$ cat src/rtl/alu_exec_if.sv
// Execute-stage ALU bus: operation request side and result side.
// Handshake: a transfer happens on a rising edge where valid && ready; the
// producer holds valid and its payload stable until that edge, ready may not depend on valid.
interface alu_exec_if #(
  parameter int WIDTH = 16
);
  logic             in_valid;
  logic             in_ready;
  logic [3:0]       alu_op;
  logic [WIDTH-1:0] a;
  logic [WIDTH-1:0] b;
  logic             flush;
  logic             out_valid;
  logic             out_ready;
  logic [WIDTH-1:0] result;
  logic             br_taken;
  logic             ovf;

  modport master (
    output in_valid, alu_op, a, b, flush, out_ready,
    input  in_ready, out_valid, result, br_taken, ovf
  );

  modport slave (
    input  in_valid, alu_op, a, b, flush, out_ready,
    output in_ready, out_valid, result, br_taken, ovf
  );
endinterface

$ cat src/rtl/alu_exec_stage.sv
// Execute-stage ALU with registered result, branch flag and signed overflow.
// Shift/rotate optionally splits into a coarse (multiple of 4) and a fine step.
module alu_exec_stage #(
  parameter int WIDTH       = 16,
  parameter bit SHIFT_SPLIT = 1'b1
) (
  input  logic        clk,
  input  logic        rst,
  alu_exec_if.slave   bus,
  output logic        dbg_state
);

  typedef enum logic {
    IDLE   = 1'b0,
    SHIFT2 = 1'b1
  } state_t;

  state_t state;
  state_t state_next;

  logic             accept;
  logic             is_shift;
  logic             split_shift;

  logic [WIDTH-1:0] partial;
  logic [3:0]       op_q;
  logic [1:0]       shamt_lo;

  logic [WIDTH:0]   sum17;
  logic [WIDTH-1:0] diff;
  logic [WIDTH-1:0] alu_res;
  logic             alu_br;
  logic             alu_ovf;

  // op[1:0] selects SLL / ROR / SRL / ROL for the 01xx group.
  function automatic logic [WIDTH-1:0] shift_fn(
    input logic [3:0]       op,
    input logic [WIDTH-1:0] v,
    input logic [3:0]       amt
  );
    logic [2*WIDTH-1:0] dbl;
    logic [2*WIDTH-1:0] dbl_r;
    logic [2*WIDTH-1:0] dbl_l;
    logic [WIDTH-1:0]   res;
    dbl   = {v, v};
    dbl_r = dbl >> amt;
    dbl_l = dbl << amt;
    case (op[1:0])
      2'b00:   res = v << amt;
      2'b01:   res = dbl_r[WIDTH-1:0];
      2'b10:   res = v >> amt;
      default: res = dbl_l[2*WIDTH-1:WIDTH];
    endcase
    return res;
  endfunction

  assign is_shift    = (bus.alu_op[3:2] == 2'b01);
  assign split_shift = SHIFT_SPLIT && is_shift;

  assign bus.in_ready = (state == IDLE) && (!bus.out_valid || bus.out_ready) && !bus.flush;
  assign accept       = bus.in_valid && bus.in_ready;
  assign dbg_state    = state;

  assign sum17 = {1'b0, bus.a} + {1'b0, bus.b};
  assign diff  = bus.b - bus.a;

  always_comb begin
    alu_res = '0;
    alu_br  = 1'b0;
    alu_ovf = 1'b0;
    case (bus.alu_op)
      4'b0000: begin
        alu_res = sum17[WIDTH-1:0];
        alu_ovf = (bus.a[WIDTH-1] == bus.b[WIDTH-1]) &&
                  (sum17[WIDTH-1] != bus.a[WIDTH-1]);
      end
      4'b0001: begin
        alu_res = diff;
        alu_ovf = (bus.b[WIDTH-1] != bus.a[WIDTH-1]) &&
                  (diff[WIDTH-1] != bus.b[WIDTH-1]);
      end
      4'b0010: alu_res = bus.a ^ bus.b;
      4'b0011: alu_res = bus.a & ~bus.b;
      4'b0100, 4'b0101, 4'b0110, 4'b0111:
        alu_res = shift_fn(bus.alu_op, bus.a, bus.b[3:0]);
      4'b1000: alu_br = (bus.a == '0);
      4'b1001: alu_br = (bus.a != '0);
      4'b1010: alu_br = bus.a[WIDTH-1];
      4'b1011: alu_br = !bus.a[WIDTH-1];
      4'b1100: alu_res = {{(WIDTH-1){1'b0}}, sum17[WIDTH]};
      4'b1101: alu_res = {{(WIDTH-1){1'b0}}, (bus.a == bus.b)};
      4'b1110: alu_res = {{(WIDTH-1){1'b0}}, ($signed(bus.a) <  $signed(bus.b))};
      default: alu_res = {{(WIDTH-1){1'b0}}, ($signed(bus.a) <= $signed(bus.b))};
    endcase
  end

  always_ff @(posedge clk or posedge rst) begin
    if (rst) begin
      state <= IDLE;
    end else begin
      state <= state_next;
    end
  end

  always_comb begin
    state_next = state;
    if (bus.flush) begin
      state_next = IDLE;
    end else begin
      case (state)
        IDLE:    if (accept && split_shift) state_next = SHIFT2;
        SHIFT2:  state_next = IDLE;
        default: state_next = IDLE;
      endcase
    end
  end

  // Flush wins over everything; a split shift clears out_valid because
  // acceptance already implies the previous output was consumed.
  always_ff @(posedge clk or posedge rst) begin
    if (rst) begin
      bus.out_valid <= 1'b0;
      bus.result    <= '0;
      bus.br_taken  <= 1'b0;
      bus.ovf       <= 1'b0;
      partial       <= '0;
      op_q          <= 4'b0000;
      shamt_lo      <= 2'b00;
    end else if (bus.flush) begin
      bus.out_valid <= 1'b0;
    end else if (state == SHIFT2) begin
      bus.result    <= shift_fn(op_q, partial, {2'b00, shamt_lo});
      bus.br_taken  <= 1'b0;
      bus.ovf       <= 1'b0;
      bus.out_valid <= 1'b1;
    end else if (accept) begin
      if (split_shift) begin
        partial       <= shift_fn(bus.alu_op, bus.a, {bus.b[3:2], 2'b00});
        op_q          <= bus.alu_op;
        shamt_lo      <= bus.b[1:0];
        bus.out_valid <= 1'b0;
      end else begin
        bus.result    <= alu_res;
        bus.br_taken  <= alu_br;
        bus.ovf       <= alu_ovf;
        bus.out_valid <= 1'b1;
      end
    end else if (bus.out_valid && bus.out_ready) begin
      bus.out_valid <= 1'b0;
    end
  end

endmodule
$ cat src/flat_wrapper.sv
// flat-port wrapper written by rule: the top's interface ports become plain ports
module alu_exec_stage_flat 
#(
  parameter int WIDTH       = 16,
  parameter bit SHIFT_SPLIT = 1'b1
)
  (clk, rst, dbg_state, bus_in_valid, bus_alu_op, bus_a, bus_b, bus_flush, bus_out_ready, bus_in_ready, bus_out_valid, bus_result, bus_br_taken, bus_ovf);
  alu_exec_if #(.WIDTH(WIDTH)) bus_i ();
  input  logic clk;
  input  logic rst;
  output logic dbg_state;
  input wire logic [$bits(bus_i.in_valid)-1:0] bus_in_valid;
  input wire logic [$bits(bus_i.alu_op)-1:0] bus_alu_op;
  input wire logic [$bits(bus_i.a)-1:0] bus_a;
  input wire logic [$bits(bus_i.b)-1:0] bus_b;
  input wire logic [$bits(bus_i.flush)-1:0] bus_flush;
  input wire logic [$bits(bus_i.out_ready)-1:0] bus_out_ready;
  output wire logic [$bits(bus_i.in_ready)-1:0] bus_in_ready;
  output wire logic [$bits(bus_i.out_valid)-1:0] bus_out_valid;
  output wire logic [$bits(bus_i.result)-1:0] bus_result;
  output wire logic [$bits(bus_i.br_taken)-1:0] bus_br_taken;
  output wire logic [$bits(bus_i.ovf)-1:0] bus_ovf;
  assign bus_i.in_valid = bus_in_valid;
  assign bus_i.alu_op = bus_alu_op;
  assign bus_i.a = bus_a;
  assign bus_i.b = bus_b;
  assign bus_i.flush = bus_flush;
  assign bus_i.out_ready = bus_out_ready;
  assign bus_in_ready = bus_i.in_ready;
  assign bus_out_valid = bus_i.out_valid;
  assign bus_result = bus_i.result;
  assign bus_br_taken = bus_i.br_taken;
  assign bus_ovf = bus_i.ovf;
  alu_exec_stage #(.WIDTH(WIDTH), .SHIFT_SPLIT(SHIFT_SPLIT)) u_core (.clk(clk), .rst(rst), .bus(bus_i), .dbg_state(dbg_state));
endmodule
$ cat config.mk
export PLATFORM = sky130hd
export DESIGN_NAME = alu_exec_stage_flat
export DESIGN_NICKNAME = d
export VERILOG_FILES = /design/src/rtl/alu_exec_if.sv /design/src/rtl/alu_exec_stage.sv /design/src/flat_wrapper.sv
export SDC_FILE = /design/constraint.sdc
export NUM_CORES = 1
export LEC_CHECK = 0
export CAP_MARGIN = 30
export CORE_UTILIZATION = 65
export CTS_CLUSTER_SIZE = 25
export DETAILED_ROUTE_END_ITERATION = 6
export GPL_ROUTABILITY_DRIVEN = 0
export GPL_TIMING_DRIVEN = 0
export MAX_ROUTING_LAYER = met4
export PLACE_DENSITY = 0.9
export SLEW_MARGIN = 10
export SYNTH_ARGS = -nofsm -noshare
export SYNTH_HDL_FRONTEND = slang
export SYNTH_SLANG_ARGS = --single-unit
$ cat constraint.sdc
create_clock -name clk -period 5.5 [get_ports clk]
set_input_delay 0.825 -clock clk [delete_from_list [all_inputs] [get_ports clk]]
set_output_delay 0.825 -clock clk [all_outputs]
set_load 0.05 [all_outputs]
==> results.sh, run 1 <==
export IMPL_total_die_area_sq_um=12500
export IMPL_rr_startpoint="u_core.bus.out_valid"
export IMPL_failed_checks="design-rule violations"
export IMPL_drt_pass1_iterations=7
export IMPL_postCtsSetupRepairBufs=0
export IMPL_static_leakage_power_nw=3.62
export IMPL_totalWireLength_mm=30.6
export IMPL_core_area_sq_um=11600
export IMPL_overflow=0
export IMPL_insertion_delay_ns=0.28
export IMPL_grt_setup_unrepaired="no"
export IMPL_pin_count=62
export IMPL_cp_required_ns=5.65
export IMPL_core_rowCount=39
export IMPL_finalCriticalPeriod_ns=5.20
export IMPL_ir_worst_vdd_mv=0.173
export IMPL_number_of_enable_flip_flop_cells_after_synthesis=0
export IMPL_syn_to_final_growth_pct=11.9
export IMPL_cts_root_buffer_cell="sky130_fd_sc_hd__clkbuf_16"
export IMPL_slew_headroom_pct=38.3
export IMPL_drcViolationCount=153
export IMPL_route_vias_total=9734
export IMPL_path_depth=17
export IMPL_holdBufCountCts=0
export IMPL_finalPower_mw=2.03
export IMPL_maxClockFrequency_mhz=192
export IMPL_postSynth_asyncResetShare_pct=100
export IMPL_synthesis_yosys_warnings=0
export IMPL_syn_nets=1219
export IMPL_drt_first_iter_violations=1657
export IMPL_max_slew_worst_pin_slew_ns=0.913
export IMPL_rr_worst_depth=8
export IMPL_grt_first_pass_wirelength_mm=47.4
export IMPL_layout_cells_most_common="sky130_fd_sc_hd__nor2_1"
export IMPL_finClkSkew_ns=0.00527
export IMPL_io_buffers=59
export IMPL_timing_critical_path_slowest_cell_delay_ns=0.47
export IMPL_worstPathCellList="clkdlybuf4s50_1, buf_2, inv_1, buf_2, buf_1, buf_1, ha_1, buf_2, nor2b_1, a211oi_2, o21ai_2, o22ai_1, nor2_1, o31ai_1, xnor2_1, a221oi_1, o22ai_1"
export IMPL_cts_tree="done"
export IMPL_fin_crit_sh_pct=94.5
export IMPL_power_density_nw_per_um2=232
export IMPL_syn_mean_instance_area_sq_um=7.00
export IMPL_setup_ws_ns=0.301
export IMPL_postSynthCellCount=1121
export IMPL_grt_antenna_before_repair=0
export IMPL_nets=1285
export IMPL_drt_wirelength_per_cell_microns=23.0
export IMPL_finalMaxSlewViolations=0
export IMPL_r2r_setup_slack_ns=2.71
export IMPL_final_util_pct=75.9
export IMPL_crit_buf_inv=7
export IMPL_synth_cell_types=72
export IMPL_postCtsResizedCells=0
export IMPL_timing_setup_critical_path_class="in2reg"
export IMPL_global_route_usage_total_pct=49.8
export IMPL_hold_viol_final=0
export IMPL_number_of_storage_elements_in_the_synthesis_netlist=40
export IMPL_worst_setup_path_startpoint="bus_b[2]"
export IMPL_cts_made_buffers=5
export IMPL_synth_top_flop_cell="sky130_fd_sc_hd__dfrtp_1"
export IMPL_layout_common_cells="sky130_fd_sc_hd__nor2_1, sky130_fd_sc_hd__nand2_1, sky130_fd_sc_hd__a21oi_1, sky130_fd_sc_hd__o21ai_0, sky130_fd_sc_hd__clkbuf_1"
export IMPL_synth_seq_area_share_pct=12.8
export IMPL_critical_path_endpoint_type="register"
export IMPL_pin_count_of_the_biggest_net_entering_global_routing=41
export IMPL_cts_max_level=2
export IMPL_floorplan_initialDensity_pct=67.8
export IMPL_crit_path_start_kind="input port"
export IMPL_cpMostUsedCell="sky130_fd_sc_hd__buf_2"
export IMPL_cts_sink_count=40
export IMPL_die_y_microns=112
export IMPL_final_layout_size_suffix_gt1_share_pct=6.65
export IMPL_netlist_area_sq_um=7840
export IMPL_status="finished, violations left"
export IMPL_report_final_setup_viol=0
export IMPL_worstSetupEndpoint="u_core.bus.result[13]"
export IMPL_cts_buffer_depth=2
export IMPL_critPathArrivalTime_ns=5.35
export IMPL_cp_slowest_cell="sky130_fd_sc_hd__clkdlybuf4s50_1"
export IMPL_detail_route_vias_per_cell=7.31
export IMPL_num_antenna_cells=0
export IMPL_worst_setup_hold_path_clk_slew_ns=0.06
export IMPL_die_x_microns=112
export IMPL_detailedPlacementHpwl_mm=23.0
export IMPL_cpLargestDelayFamily="buffers and inverters"
export IMPL_setup_total_negative_slack_ns=0
export IMPL_crit_path_max_fanout=10
export IMPL_min_delay_path_class="reg2reg"
export IMPL_reg2reg_to="u_core.bus.result[14]"
export IMPL_detailedPlace_worstSlack_ns=0.200
export IMPL_first_global_vias=8934
export IMPL_route_antenna_remaining_nets=0
export IMPL_cap_violations=0
## where the power goes
part / total (mW) / switching [mW] / internal (mW)
Clock: 0.333 / 0.119 / 0.214
Sequential: 0.433 / 0.0725 / 0.361
Combinational: 1.27 / 0.812 / 0.456
## metal layers
| metal | track usage, % | wire (microns) |
|---|---|---|
| met1 | 61.1 | 10900 |
| met2 | 71.2 | 12500 |
| met3 | 15.8 | 4950 |
| met4 | 30.2 | 2220 |
| met5 | - | 0 |
## worst min-delay path by stage
stage	from	cells past startpoint	slack (ns)	endpoint
CTS	u_core.bus.result[5]	2	0.48	u_core.bus.result[5]
floorplan	u_core.partial[6]	2	0.47	u_core.partial[6]
global placement	u_core.bus.br_taken	1	0.46	u_core.bus.br_taken
detailed placement	u_core.bus.result[5]	2	0.47	u_core.bus.result[5]
finish	u_core.bus.result[5]	2	0.48	u_core.bus.result[5]
global route	u_core.bus.result[11]	2	0.51	u_core.bus.result[11]
## Yosys cell counts, types with 6 or more instances
cell type                  instances  area share [%]
sky130_fd_sc_hd__a211oi_1         28             2.7
sky130_fd_sc_hd__nand2b_1         12            0.96
sky130_fd_sc_hd__buf_1            12            0.57
sky130_fd_sc_hd__a22oi_1           6            0.57
sky130_fd_sc_hd__nor3_1           44             2.8
sky130_fd_sc_hd__o21bai_1         12             1.1
sky130_fd_sc_hd__mux4_2           22             6.3
sky130_fd_sc_hd__a31oi_1          12            0.96
sky130_fd_sc_hd__nor4_1            8            0.64
sky130_fd_sc_hd__o22ai_1          24             1.9
sky130_fd_sc_hd__inv_1            52             2.5
sky130_fd_sc_hd__a221o_1           7            0.89
sky130_fd_sc_hd__mux2_2           18             2.6
sky130_fd_sc_hd__a21o_1           15             1.4
sky130_fd_sc_hd__a21oi_1         109             7.0
sky130_fd_sc_hd__buf_2            15            0.96
sky130_fd_sc_hd__dfrtp_1          40              13
sky130_fd_sc_hd__mux2i_1          55             7.0
sky130_fd_sc_hd__o21ai_0          91             5.8
sky130_fd_sc_hd__a221oi_1         12             1.3
sky130_fd_sc_hd__nor2_1          137             6.6
sky130_fd_sc_hd__nand3_1          12            0.77
sky130_fd_sc_hd__ha_1             55             8.8
sky130_fd_sc_hd__xnor2_1           8            0.89
sky130_fd_sc_hd__nand2_1         112             5.4
sky130_fd_sc_hd__nor2b_1          12            0.96
sky130_fd_sc_hd__clkbuf_1         76             3.6
sky130_fd_sc_hd__o211ai_1         14             1.3
## final cells by class
class,count,area (sq um)
clock inverters,2,35.0
well taps,143,179
plain buffers,104,417
clock buffers,6,129
repair buffers,59,591
multi-input cells,923,6220
fillers,917,2790
flip-flops and latches,40,1000
inverters,54,203
## cell families (layout without fill, tap and decap cells)
group / Yosys count / in the layout / share of synthesized area [%]
XOR/XNOR: 10 / 10 / 1.12
buffers and inverters: 158 / 225 / 7.90
AND/OR/NAND/NOR: 367 / 367 / 20.5
adder cells (fa/ha/maj): 57 / 57 / 9.29
AO/OA/AOI/OAI: 394 / 394 / 32.5
multiplexers: 95 / 95 / 15.9
flip-flops: 40 / 40 / 12.8
## sequential cells by signal, summed over array words and instances, names as in the netlist
| signal | flops |
|---|---|
| u_core.bus.br_taken | 1 |
| u_core.partial | 16 |
| u_core.bus.ovf | 1 |
| u_core.shamt_lo | 2 |
| u_core.op_q | 2 |
| u_core.bus.out_valid | 1 |
| u_core.bus.result | 16 |
| u_core.dbg_state | 1 |
## metrics by stage
| step | area (sq um) | hold slack (ns) | cells |
|---|---|---|---|
| floorplan | 7840 | 0.470 | 1121 |
| global placement | 8610 | 0.461 | 1323 |
| detailed placement | 8610 | 0.469 | 1323 |
| CTS | 8780 | 0.482 | 1331 |
| global route | 8780 | 0.507 | 1331 |
| finish | 8780 | 0.476 | 1331 |
## worst reg2reg max path: stages, from the launching register on
cell                       delay, ns
sky130_fd_sc_hd__dfrtp_1        0.37
sky130_fd_sc_hd__nor2b_1        0.17
sky130_fd_sc_hd__nor3_1         0.48
sky130_fd_sc_hd__nand3_1        0.34
sky130_fd_sc_hd__a21o_1         0.31
sky130_fd_sc_hd__clkbuf_1       0.28
sky130_fd_sc_hd__clkbuf_1       0.36
sky130_fd_sc_hd__a21oi_1        0.26
sky130_fd_sc_hd__o21ai_0        0.11
Note: power is estimated with default switching activity, not from simulation.
==> run 2, diff against run 1 <==
--- a/config.mk
+++ b/config.mk
@@ -11,6 +11,7 @@
 export DETAILED_ROUTE_END_ITERATION = 6
 export GPL_ROUTABILITY_DRIVEN = 0
 export GPL_TIMING_DRIVEN = 0
+export HOLD_SLACK_MARGIN = 0.08
 export MAX_ROUTING_LAYER = met4
 export PLACE_DENSITY = 0.9
 export SLEW_MARGIN = 10
==> results of run 2 <==
The final DEF is identical to that of run 1; final timing and power are the same.
